$ cat src/rtl/div_unit.sv
// Multi-cycle restoring divider: 32 quotient bits MSB-first, result {remainder, quotient}.
// Define DIV_SIGNED_EN to honour signed_div_i; otherwise every divide is unsigned.
module div_unit (
  input  logic        clk,
  input  logic        rst,
  input  logic        signed_div_i,
  input  logic [31:0] opdata1_i,
  input  logic [31:0] opdata2_i,
  input  logic        start_i,
  input  logic        annul_i,
  output logic [63:0] result_o,
  output logic        ready_o
);

  typedef enum logic [1:0] {S_FREE, S_BYZERO, S_ON, S_END} state_t;

  state_t      r_state;
  logic [5:0]  r_cnt;
  logic [64:0] r_shift;
  logic [31:0] r_divisor;

  logic [32:0] w_top;
  logic [33:0] w_diff;
  logic [31:0] w_dividend_mag;
  logic [31:0] w_divisor_mag;
  logic [31:0] w_quot;
  logic [31:0] w_rem;

  // Upper 33 bits hold the partial remainder, lower 32 shift in quotient bits.
  assign w_top  = r_shift[63:31];
  assign w_diff = {1'b0, w_top} - {2'b00, r_divisor};

`ifdef DIV_SIGNED_EN
  logic r_neg_q;
  logic r_neg_r;
  logic w_sgn1;
  logic w_sgn2;
  logic w_unused;

  assign w_sgn1         = signed_div_i & opdata1_i[31];
  assign w_sgn2         = signed_div_i & opdata2_i[31];
  assign w_dividend_mag = w_sgn1 ? (~opdata1_i + 32'd1) : opdata1_i;
  assign w_divisor_mag  = w_sgn2 ? (~opdata2_i + 32'd1) : opdata2_i;
  assign w_quot         = r_neg_q ? (~r_shift[31:0] + 32'd1) : r_shift[31:0];
  assign w_rem          = r_neg_r ? (~r_shift[63:32] + 32'd1) : r_shift[63:32];
  assign w_unused       = r_shift[64];

  always_ff @(posedge clk) begin
    if (r_state == S_FREE && start_i && !annul_i) begin
      r_neg_q <= w_sgn1 ^ w_sgn2;
      r_neg_r <= w_sgn1;
    end
  end
`else
  logic [1:0] w_unused;

  assign w_dividend_mag = opdata1_i;
  assign w_divisor_mag  = opdata2_i;
  assign w_quot         = r_shift[31:0];
  assign w_rem          = r_shift[63:32];
  assign w_unused       = {signed_div_i, r_shift[64]};
`endif

  always_ff @(posedge clk) begin
    if (!rst) begin
      r_state  <= S_FREE;
      r_cnt    <= 6'd0;
      ready_o  <= 1'b0;
      result_o <= 64'd0;
    end else begin
      case (r_state)
        S_FREE: begin
          if (start_i && !annul_i) begin
            r_divisor <= w_divisor_mag;
            r_shift   <= {33'd0, w_dividend_mag};
            r_cnt     <= 6'd0;
            r_state   <= (opdata2_i == 32'd0) ? S_BYZERO : S_ON;
          end
        end
        S_BYZERO: begin
          if (annul_i) begin
            r_state <= S_FREE;
          end else begin
            r_state  <= S_END;
            ready_o  <= 1'b1;
            result_o <= 64'd0;
          end
        end
        S_ON: begin
          if (annul_i) begin
            r_state <= S_FREE;
            r_cnt   <= 6'd0;
          end else if (r_cnt != 6'd32) begin
            // Restoring step: keep the subtraction only when it did not borrow.
            if (w_diff[33])
              r_shift <= {w_top, r_shift[30:0], 1'b0};
            else
              r_shift <= {w_diff[32:0], r_shift[30:0], 1'b1};
            r_cnt <= r_cnt + 6'd1;
          end else begin
            result_o <= {w_rem, w_quot};
            ready_o  <= 1'b1;
            r_state  <= S_END;
          end
        end
        S_END: begin
          if (!start_i) begin
            r_state  <= S_FREE;
            ready_o  <= 1'b0;
            result_o <= 64'd0;
          end
        end
        default: r_state <= S_FREE;
      endcase
    end
  end

endmodule
$ cat config.mk
export PLATFORM = sky130hd
export DESIGN_NAME = div_unit
export DESIGN_NICKNAME = d
export VERILOG_FILES = /design/src/rtl/div_unit.sv
export SDC_FILE = /design/constraint.sdc
export NUM_CORES = 1
export LEC_CHECK = 0
export BUFFER_PORTS_ARGS = -buffer_cell sky130_fd_sc_hd__buf_4
export CAP_MARGIN = 40
export CORE_UTILIZATION = 39
export CTS_CLUSTER_SIZE = 40
export DETAILED_ROUTE_END_ITERATION = 16
export GPL_TIMING_DRIVEN = 0
export SYNTH_ARGS = -nofsm -noshare
export SYNTH_HDL_FRONTEND = slang
export SYNTH_SLANG_ARGS = --single-unit
$ cat constraint.sdc
create_clock -name clk -period 11.7 [get_ports clk]
set_clock_uncertainty 0.15 [all_clocks]
set_input_delay 0.585 -clock clk [delete_from_list [all_inputs] [get_ports clk]]
set_output_delay 0.585 -clock clk [all_outputs]
set_load 0.05 [all_outputs]
* Word level (Yosys, flattened, before mapping) *
Cells that the tools add are included.

cells by class
  mux-type cells = 26
  eq/ne operators = 12
  $add $sub $neg = 2
  bitwise operators = 0
  reduce and logical (&&, ||, !) cells = 11
  divide/modulo/power cells = 0
  multiply operators = 0
  shift operators = 0
  $lt $le $gt $ge = 0

operators by type and width
  operator                                                               number
  64-bit two-way mux                                                     8
  64-bit one-hot mux with 3 select lines                                 1
  64-bit one-hot mux with 2 select lines                                 1
  33-bit by 32-bit subtractor with 34-bit output                         1
  32-bit logical NOT                                                     1
  6-bit two-way mux                                                      3
  2-bit two-way mux                                                      6
  2-bit != test, second input constant                                   6
  6-bit one-hot mux with 2 select lines                                  1
  5-bit AND reduction                                                    2
  3-bit AND reduction                                                    3
  2-bit one-hot mux with 4 select lines                                  1
  6-bit by 1-bit adder with 6-bit output, second input constant          1
  3-bit != test, second input constant                                   2
  6-bit != test, second input constant                                   1
  2-bit equality test, second input constant                             2
  1-bit two-way mux                                                      4
  1-bit one-hot mux with 3 select lines                                  1
  3-bit nonzero test                                                     1
  2-bit by 1-bit equality test with 1-bit output, second input constant  1
  2-bit logical NOT                                                      1
  2-bit nonzero test                                                     1
  1-bit logical AND                                                      1
  1-bit logical NOT                                                      1

word-level totals
  logic and storage cells = 57
  memory bits (read-only) = 0
  bits in writable memories = 0
  flip-flop bits (word level) = 169
  memories = 0
  bits in latches = 0
  output and inout port bits = 65
  input port bits = 69

* Longest topological paths before layout *
Gate-level depths: netlist of the first run.

  depth after elaboration = 5
  mapped depth = 14
  mapped depth without buffers = 13

* Least setup slack after synthesis of the first run *
OpenSTA, ideal clock, no wires.

  kind = reg2reg
  start = register r_state[0]
  end = register r_shift[0], enable pin
  required time = 10.905 ns
  data arrival time = 7.456 ns
  stages on the path, launching flop included = 7
  library setup time = 0.645 ns
  slack = 3.449 ns
  period minus slack after synthesis = 8.251 ns
  path buffers = 2
  cells stage by stage = dfxtp_1 inv_1 ha_1 clkbuf_1 clkbuf_1 mux2i_1 nor4bb_1

between the ends
  word-level cells in the longest chain between the ends = 3
  elaborated cells between the ends (all ways) = 7
  classes of those cells = eq/ne (4); reduce/logical (3)

RTL lines
  what                                                                         RTL line  source
  start: declaration                                                           17        state_t r_state;
  start signal: assignment                                                     77        r_state <= (opdata2_i == 32'd0) ? S_BYZERO : S_ON;
  2-bit equality test / 2-bit logical NOT (equally long branches)              71        case (r_state)
  2-bit != test (no source line) / 2-bit nonzero test (equally long branches)  -
  5-bit AND reduction (no source line) *                                       -
  end signal: assignment                                                       75        r_shift <= {33'd0, w_dividend_mag};
  end signal: assignment                                                       96        r_shift <= {w_top, r_shift[30:0], 1'b0};
  end signal: assignment                                                       98        r_shift <= {w_diff[32:0], r_shift[30:0], 1'b1};
  end: declaration                                                             19        logic [64:0] r_shift;

Every way passes the cells marked *; elsewhere a longest branch is shown, timed or not.
A chain may end at the register's enable or synchronous reset.

* Worst setup path in the final report of the first run *
  start = register r_shift[31]
  end = register r_shift[56], data pin

between the ends
  word-level cells in the longest chain between the ends = 5

RTL lines
  what                                            RTL line  source
  33-bit by 32-bit subtractor with 34-bit output  31        assign w_diff = {1'b0, w_top} - {2'b00, r_divisor};
  64-bit two-way mux                              95        if (w_diff[33])
  64-bit two-way mux                              93        end else if (r_cnt != 6'd32) begin
  64-bit two-way mux                              90        if (annul_i) begin
  64-bit one-hot mux with 2 select lines          71

No other way between the ends. The select of a mux whose other input is x is not followed.

==> impl_metrics.json, run 1 <==
{
  "wire_per_inst_um": 16.6,
  "grt_pass1_wl_um": 34000,
  "h-tree-depth": 4,
  "final_cell_count_no_fill": 1287,
  "syn_area_um2": 8660,
  "initial_core_util": 0.397,
  "slew_violations": 0,
  "vdd_drop_max_uv": 114,
  "cts_tree": "built",
  "synth-seq-cells": 169,
  "holdWs_ns": 0.177,
  "endpoint_kind": "flip-flop",
  "drive_gt1_frac": 0.225,
  "p_per_area_nw_per_um2": 195,
  "hold_violations": 0,
  "setup_violations": 0,
  "cts.sinks": 169,
  "cts-root-buf": "clkbuf_16",
  "power.switching_w": 0.000810,
  "grt_usage": 0.196,
  "multi_input_area_um2": 3960,
  "cts_buffers": 17,
  "grt_max_degree": 33,
  "synth.distinct_cells": 68,
  "worstSkewPairLatency_ns": 0.44,
  "dp_hpwl_um": 16200,
  "worst-path-buf-inv": 2,
  "yosysSeqAreaShare": 0.501,
  "intPower_w": 0.00127,
  "rsz0062_at_grt": "no",
  "fin_crit_ns": 3.77,
  "cts-resized-gates": 0,
  "relSlewSlack": 0.432,
  "max_stage_delay_ns": 0.61,
  "cp.arrival_ns": 3.79,
  "routabilityCongestion": 0.861,
  "power_frac_comb": 0.362,
  "cap_violations": 0,
  "fp.dieW_um": 151,
  "synth_edf_count": 96,
  "die_y_um": 151,
  "regArea_um2": 4340,
  "drc": 0,
  "drt-initial-drc-count": 363,
  "dp.cells": 1255,
  "overflow": 0,
  "hold_class": "primary input to flip-flop",
  "dieArea_um2": 22800,
  "tightest_slew_ns": 0.851,
  "fin_crit_sh": 0.322,
  "final_nets": 1103,
  "dr.pass1.iters": 5,
  "antenna_cells": 0,
  "synthToLayoutAreaGrowth_pct": 23.2,
  "postSynthAreaPerCell_um2": 10.3,
  "worstPathCellList": "inv_1 > ha_1 > inv_1 > fa_1 > a211oi_1 > o21ai_1 > o21ai_0 > a21oi_1 > o41ai_1 > o31ai_1 > xor2_1 > mux2i_1 > nor2_1",
  "slowest_stage": "o41ai_1",
  "path_delay_family": "compound AO/OA/AOI/OAI gates",
  "synth_nets": 947,
  "ioPinCount": 134,
  "fillers": 2017,
  "core_area_um2": 21800,
  "clkTransAtPathRegs_ns": 0.07,
  "grt_antenna_before_repair": 0,
  "leakage_nw": 4.16,
  "totalWireLength_um": 21400,
  "yosysWarnings": 0,
  "start_kind": "flip-flop",
  "worstSetupPathType": "flip-flop to flip-flop",
  "viasPerCell": 5.18,
  "cts_hold_buffers": 0,
  "synth-main-ff-cell": "edfxtp_1",
  "synthCells": 838,
  "cts_max_path_buffers": 2,
  "dr_total_vias": 6668,
  "async_flop_share": 0,
  "io_buffers": 132,
  "crit_path_frequent_cell": "inv_1",
  "ant_nets": 0,
  "post_cts_buffers": 0,
  "fmax_ghz": 0.266,
  "p_sw_frac": 0.390,
  "rows": 54,
  "status": "complete, no violations",
  "cp_data_required_time_ns": 11.72,
  "p_clk_frac": 0.273,
  "crit_path_max_fanout": 3,
  "grt_pass1_vias": 6523,
  "p_total_w": 0.00208,
  "power_frac_seq": 0.365
}
[cell usage after synthesis, drive strengths merged, types with 2 or more instances]
cell type  instances  area share
o31ai              2      0.0017
nand3             61       0.035
a31o               2      0.0020
a211o              2      0.0020
a31oi              4      0.0029
a21boi            52       0.045
xnor2             16       0.016
a211oi             2      0.0017
nand2             83       0.036
or2                3      0.0022
edfxtp            96        0.33
nor2              59       0.026
o211ai             3      0.0026
a22oi             15       0.013
a21o              15       0.013
dfxtp             73        0.17
o21a               8      0.0078
inv               48       0.021
a21oi             40       0.025
and3               4      0.0029
clkbuf            32       0.014
nor3b              2      0.0017
nand4              7      0.0051
ha                39       0.056
mux2i             30       0.035
o221ai             2      0.0027
nor2b             22       0.016
mux2              31       0.040
nor4              10      0.0072
and2               3      0.0022
o22ai              2      0.0014
nor3               6      0.0035
o21bai             4      0.0035
buf               11      0.0085
o22a               2      0.0020
o21ai             19       0.013
xor2              12       0.012
[flip-flops by register name (all words and copies together), names as in the netlist]
name,count
r_divisor,32
ready_o,1
r_shift,64
result_o,64
r_state,2
r_cnt,6
[layout make-up]
class | count | share of cell area
plain buffers | 43 | 0.0182
repair buffers | 137 | 0.0985
multi-input cells | 578 | 0.371
inverters | 48 | 0.0169
well taps | 280 | 0.0328
flip-flops and latches | 169 | 0.407
clock buffers | 17 | 0.0399
clock inverters | 15 | 0.0156
[cells in the final DEF (no fill, tap or decap), drive strengths merged, types with 3 or more instances in the layout]
master  instances
xor2           12
a21oi          40
mux2           31
buf           148
xnor2          16
a31oi           4
o21ai          19
nor2           59
o21a            8
o211ai          3
nor2b          22
mux2i          30
nand2          83
or2             3
and2            3
nor4           10
o21bai          4
nand3          61
inv            57
nand4           7
clkinv          4
edfxtp         96
clkbuf         49
a21o           15
dfxtp          73
a21boi         52
ha             39
nor3            6
a22oi          15
and3            4
[final timing paths]
| kind | startpoint | to | slack [ns] | cells after the start |
|---|---|---|---|---|
| max | r_shift[31]$_DFFE_PP_ | r_shift[56]$_SDFFCE_PN0P_ | 7.93 | 13 |
| min | opdata2_i[25] | r_divisor[25]$_DFFE_PP_ | 0.18 | 1 |
| max reg2reg | r_shift[31]$_DFFE_PP_ | r_shift[56]$_SDFFCE_PN0P_ | 7.93 | 13 |
| min reg2reg | result_o[34]$_SDFFE_PN0P_ | result_o[34]$_SDFFE_PN0P_ | 0.31 | 2 |
[metal layers]
metal  GRT usage  wire [um]
met5           0          0
met4      0.0630        374
met3      0.0370        868
met2       0.312       9970
met1       0.268      10200
[power groups by stage]
stage / clock (W) / combinational [W] / sequential (W)
after detailed placement: 0 / 0.000754 / 0.000772
after global placement: 0 / 0.000742 / 0.000780
after CTS: 0.000576 / 0.000759 / 0.000759
after global routing: 0.000600 / 0.000827 / 0.000767
after floorplan: 0 / 0.000453 / 0.000847
final: 0.000566 / 0.000751 / 0.000759
[logic make-up after synthesis]
| logic type | count (synthesis) | synth area share |
|---|---|---|
| muxes | 61 | 0.0750 |
| and+or+nand+nor | 265 | 0.143 |
| xor gates and xnor gates | 28 | 0.0283 |
| buffers and inverters | 91 | 0.0432 |
| DFF | 169 | 0.501 |
| AOI/OAI and AO/OA | 184 | 0.150 |
| adders and majority gates | 40 | 0.0586 |
[worst register-to-register path: stages, from the launching register on]
cell and delay (ns):
edfxtp_1 0.40, inv_1 0.10, ha_1 0.18, inv_1 0.06
fa_1 0.42, a211oi_1 0.28, o21ai_1 0.18, o21ai_0 0.36
a21oi_1 0.22, o41ai_1 0.61, o31ai_1 0.17, xor2_1 0.17
mux2i_1 0.15, nor2_1 0.06
[through the flow]
step	util	setup slack, ns	TNS [ns]	area (um2)
after floorplan	-	3.45	0	8660
after global placement	0.458	-0.670	-42.63	10000
after detailed placement	0.462	8.08	0	10100
after CTS	0.489	8.00	0	10700
after global routing	0.489	7.75	0	10700
final	0.489	7.93	0	10700
(Power assumes the default switching activity.)
==> inputs of run 2 (changes only) <==
- clock period: 11.7 -> 3.4 ns (I/O delays scaled with it)
==> impl_metrics.json, run 2 (synthesis gave the netlist of run 1 again) <==
{
  "ant_nets": 0,
  "fp.dieW_um": 151,
  "power_frac_comb": 0.374,
  "slew_violations": 0,
  "worstSetupPathType": "flip-flop to flip-flop",
  "relSlewSlack": 0.433,
  "cts_tree": "built",
  "drc": 0,
  "final_util": 0.526,
  "dr_total_vias": 6899,
  "wire_per_inst_um": 16.4,
  "die_y_um": 151,
  "cts-root-buf": "clkbuf_16",
  "top_regs": "r_shift (64), result_o (64), r_divisor (32)",
  "p_sw_frac": 0.375,
  "crit_path_max_fanout": 10,
  "endpoint_kind": "flip-flop",
  "viasPerCell": 5.10,
  "cap_violations": 0,
  "tightest_slew_ns": 0.850,
  "io_buffers": 132,
  "cts_buffers": 17,
  "rows": 54,
  "status": "complete, no violations",
  "dr.pass1.iters": 4,
  "final_nets": 1170,
  "grt_pass1_vias": 6718,
  "power.switching_w": 0.00277,
  "power_frac_seq": 0.355,
  "drive_gt1_frac": 0.233,
  "cp.arrival_ns": 3.27,
  "drt-initial-drc-count": 435,
  "totalWireLength_um": 22200,
  "hold_violations": 0,
  "clkTransAtPathRegs_ns": 0.07,
  "cts.sinks": 169,
  "h-tree-depth": 4,
  "dieArea_um2": 22800,
  "grt_antenna_before_repair": 0,
  "grt_pass1_wl_um": 34800,
  "core_area_um2": 21800,
  "r2r_slack_ns": 0.15,
  "rsz0062_at_grt": "yes",
  "grt_usage": 0.201,
  "dp_hpwl_um": 16400,
  "fillers": 1967,
  "final_common_cell": "buf_4",
  "synthToLayoutAreaGrowth_pct": 32.5,
  "grt_max_degree": 33,
  "antenna_cells": 0,
  "hold_class": "primary input to flip-flop",
  "vdd_drop_max_uv": 387,
  "intPower_w": 0.00462,
  "cts_max_path_buffers": 2,
  "leakage_nw": 4.48,
  "final_cell_mix": "buf_4, edfxtp_1, nand2_1",
  "cp_data_required_time_ns": 3.43,
  "initial_core_util": 0.397,
  "p_clk_frac": 0.271,
  "worstSkewPairLatency_ns": 0.45,
  "start_kind": "flip-flop",
  "overflow": 0,
  "p_per_area_nw_per_um2": 644,
  "fmax_ghz": 0.308,
  "ioPinCount": 134,
  "setup_violations": 0,
  "fin_crit_sh": 0.955,
  "tns_ns": 0,
  "fin_crit_ns": 3.25,
  "routabilityCongestion": 0.859
}
run 2: routing by layer:
layer,share of wire,wire length (um),GRT usage
met4,0.017,367,0.0590
met3,0.031,688,0.0343
met5,0,0,0
met1,0.46,10300,0.269
met2,0.49,10800,0.332
run 2: cell type report:
type,count,area (um2),share of cell area
flip-flops and latches,169,4350,0.379
multi-input cells,578,4040,0.352
repair buffers,204,1730,0.151
clock buffers,18,439,0.0383
well taps,280,350,0.0305
plain buffers,43,228,0.0198
inverters,48,180,0.0157
clock inverters,14,159,0.0138
run 2: power groups by stage:
stage          combinational [W]  clock, W  sequential (W)
2_1_floorplan            0.00163         0         0.00291
3_3_place_gp             0.00263         0         0.00267
3_5_place_dp             0.00268         0         0.00266
4_1_cts                  0.00276   0.00203         0.00262
5_1_grt                  0.00302   0.00211         0.00265
6_report                 0.00276   0.00200         0.00262
run 2: worst max-delay path, cell delays in order, from the launching register on:
cell and delay [ns]:
edfxtp_1 0.42, ha_1 0.30, buf_2 0.16, a21o_1 0.18, a21o_1 0.18, a21oi_2 0.21, o221ai_2 0.15, a21oi_4 0.24
o21ai_4 0.11, a21boi_2 0.15, buf_6 0.19, buf_6 0.19, mux2i_2 0.26, nor2_1 0.07
run 2: timing repair:
| item | 4_1_cts | 5_1_grt |
|---|---|---|
| buffers inserted | 0 | 1 |
| hold buffers | 65 | 0 |
| resized for setup | 2 | 11 |
| endpoints found under the hold margin | 67 | 0 |
| pin swaps | 0 | 4 |
| endpoints found under the setup margin | 2 | 26 |
run 2: per-stage QoR:
step	area, um2	instances	hold slack (ns)	worst slack [ns]	power (W)
after floorplan	8740	838	0.119	-0.270	0.00454
after global placement	10100	1250	0.208	-1.56	0.00530
after detailed placement	10200	1256	0.210	-0.238	0.00534
after CTS	11400	1353	0.0234	0.0476	0.00741
after global routing	11500	1354	0.0524	-0.0108	0.00779
final	11500	1354	0.0357	0.153	0.00739
run 2: path summary, 6_finish.rpt:
check,start,endpoint,cells past startpoint
hold / removal,start_i,r_state[0]$_SDFFE_PN0P_,3
setup / recovery,r_shift[45]$_SDFFCE_PN0P_,r_shift[60]$_SDFFCE_PN0P_,13
setup reg to reg,r_shift[45]$_SDFFCE_PN0P_,r_shift[60]$_SDFFCE_PN0P_,13
hold reg to reg,result_o[34]$_SDFFE_PN0P_,result_o[34]$_SDFFE_PN0P_,2
==> inputs of run 3 (changes only) <==
- BUFFER_PORTS_ARGS: -buffer_cell sky130_fd_sc_hd__buf_4 -> not set
- DONT_BUFFER_PORTS: not set -> 1
- SETUP_SLACK_MARGIN: not set -> 0.3
==> impl_metrics.json, run 3 (synthesis gave the netlist of run 1 again) <==
{
  "clkTransAtPathRegs_ns": 0.07,
  "grt_usage": 0.194,
  "grt_pass1_wl_um": 33600,
  "tns_ns": 0,
  "slew_violations": 0,
  "cts.sinks": 169,
  "core_area_um2": 21800,
  "cp.arrival_ns": 3.12,
  "endpoint_kind": "flip-flop",
  "max_stage_delay_ns": 0.41,
  "wire_per_inst_um": 17.8,
  "top_regs": "r_shift (64), result_o (64), r_divisor (32)",
  "fin_crit_ns": 3.10,
  "leakage_nw": 3.99,
  "final_cell_mix": "edfxtp_1, nand2_1, dfxtp_1",
  "h-tree-depth": 4,
  "cts_buffers": 17,
  "final_common_cell": "edfxtp_1",
  "dieArea_um2": 22800,
  "cap_violations": 0,
  "grt_max_degree": 33,
  "start_kind": "flip-flop",
  "dp_hpwl_um": 15700,
  "p_per_area_nw_per_um2": 665,
  "rsz0062_at_grt": "yes",
  "power.switching_w": 0.00278,
  "cts_max_path_buffers": 2,
  "overflow": 0,
  "cts_tree": "built",
  "setup_slack_ns": 0.301,
  "path_delay_family": "compound AO/OA/AOI/OAI gates",
  "p_sw_frac": 0.381,
  "dr.pass1.iters": 5,
  "drc": 0,
  "power_frac_comb": 0.338,
  "setup_violations": 0,
  "die_y_um": 151,
  "drt-initial-drc-count": 421,
  "p_total_w": 0.00730,
  "status": "complete, no violations",
  "cts-root-buf": "clkbuf_16",
  "relSlewSlack": 0.478,
  "ioPinCount": 134,
  "vdd_drop_max_uv": 351,
  "worstPathCellList": "inv_2 > ha_4 > inv_2 > fa_2 > a211oi_2 > o21ai_2 > o21ai_2 > buf_4 > a21oi_4 > o41ai_4 > o31ai_2 > xor2_1 > mux2i_1 > nor2_1",
  "worst-path-buf-inv": 3,
  "dr_total_vias": 6706,
  "worstSetupPathType": "flip-flop to flip-flop",
  "detailedPlace.worstSlack_ns": -0.257,
  "slowest_stage": "edfxtp_1",
  "hold_class": "primary input to flip-flop",
  "grt_pass1_vias": 6346,
  "ant_nets": 0,
  "hold_violations": 0,
  "crit_path_max_fanout": 3,
  "synthToLayoutAreaGrowth_pct": 26.7,
  "cp_data_required_time_ns": 3.42,
  "rows": 54,
  "initial_core_util": 0.397,
  "final_nets": 1072,
  "routabilityCongestion": 0.872,
  "p_clk_frac": 0.263,
  "worstSkewPairLatency_ns": 0.44,
  "viasPerCell": 5.34,
  "io_buffers": 0,
  "fin_crit_sh": 0.912,
  "grt_antenna_before_repair": 0,
  "tightest_slew_ns": 0.783,
  "holdWs_ns": 0.00631,
  "fillers": 1986,
  "antenna_cells": 0,
  "intPower_w": 0.00452,
  "drive_gt1_frac": 0.178,
  "fp.dieW_um": 151,
  "fmax_ghz": 0.323,
  "totalWireLength_um": 22400,
  "power_frac_seq": 0.400
}
==> run 3: path summary, 6_finish.rpt <==
path                               from                        end  slack [ns]  cells past startpoint
hold / removal                  annul_i      r_cnt[2]$_SDFFE_PN0P_       0.006                      3
hold reg to reg   r_cnt[0]$_SDFFE_PN0P_      r_cnt[0]$_SDFFE_PN0P_        0.39                      2
setup reg to reg  r_shift[31]$_DFFE_PP_  r_shift[56]$_SDFFCE_PN0P_        0.30                     14
setup / recovery  r_shift[31]$_DFFE_PP_  r_shift[56]$_SDFFCE_PN0P_        0.30                     14
==> run 3: layout make-up <==
cell class / instances / area (um2) / area share
Sequential cell: 169 / 4350 / 0.396
Buffer: 43 / 263 / 0.0239
Inverter: 48 / 180 / 0.0164
Clock buffer: 18 / 429 / 0.0391
Clock inverter: 14 / 136 / 0.0124
Timing Repair Buffer: 106 / 1020 / 0.0930
Multi-Input combinational cell: 578 / 4240 / 0.387
Tap cell: 280 / 350 / 0.0319
==> run 3: per-layer routing <==
| layer | track usage | part of all wire | vias up |
|---|---|---|---|
| met1 | 0.255 | 0.45 | 3217 |
| li1 | - | - | 3282 |
| met5 | 0 | 0 | - |
| met3 | 0.0413 | 0.052 | 38 |
| met4 | 0.0730 | 0.025 | 0 |
| met2 | 0.311 | 0.48 | 169 |
==> run 3: worst reg2reg max path: stages (launching register included) <==
cell and delay [ns]:
edfxtp_1 0.41, inv_2 0.09, ha_4 0.13, inv_2 0.04, fa_2 0.41, a211oi_2 0.26, o21ai_2 0.12, o21ai_2 0.19
buf_4 0.15, a21oi_4 0.07, o41ai_4 0.33, o31ai_2 0.14, xor2_1 0.16, mux2i_1 0.14, nor2_1 0.05
==> run 3: repair_timing <==
action                                  in CTS  in global routing
buffers inserted                             6                 24
endpoints found under the setup margin      27                 27
hold buffers                                67                  0
gates cloned                                 0                  3
pin swaps                                    6                 24
resized for setup                           17                 46
hold endpoints to repair                   107                  0
==> run 3: stage by stage <==
step	cells	area (um2)	utilization
after global placement	1118	9090	0.417
after floorplan	838	8740	-
after CTS	1229	10500	0.482
after detailed placement	1124	9160	0.420
final	1256	11000	0.503
after global routing	1256	11000	0.503
==> run 3: power groups by stage <==
| stage | clock network (W) | logic, W | registers (W) |
|---|---|---|---|
| after detailed placement | 0 | 0.00216 | 0.00296 |
| after global routing | 0.00203 | 0.00271 | 0.00295 |
| after global placement | 0 | 0.00212 | 0.00297 |
| final | 0.00192 | 0.00246 | 0.00292 |
| after floorplan | 0 | 0.00163 | 0.00291 |
| after CTS | 0.00195 | 0.00228 | 0.00292 |
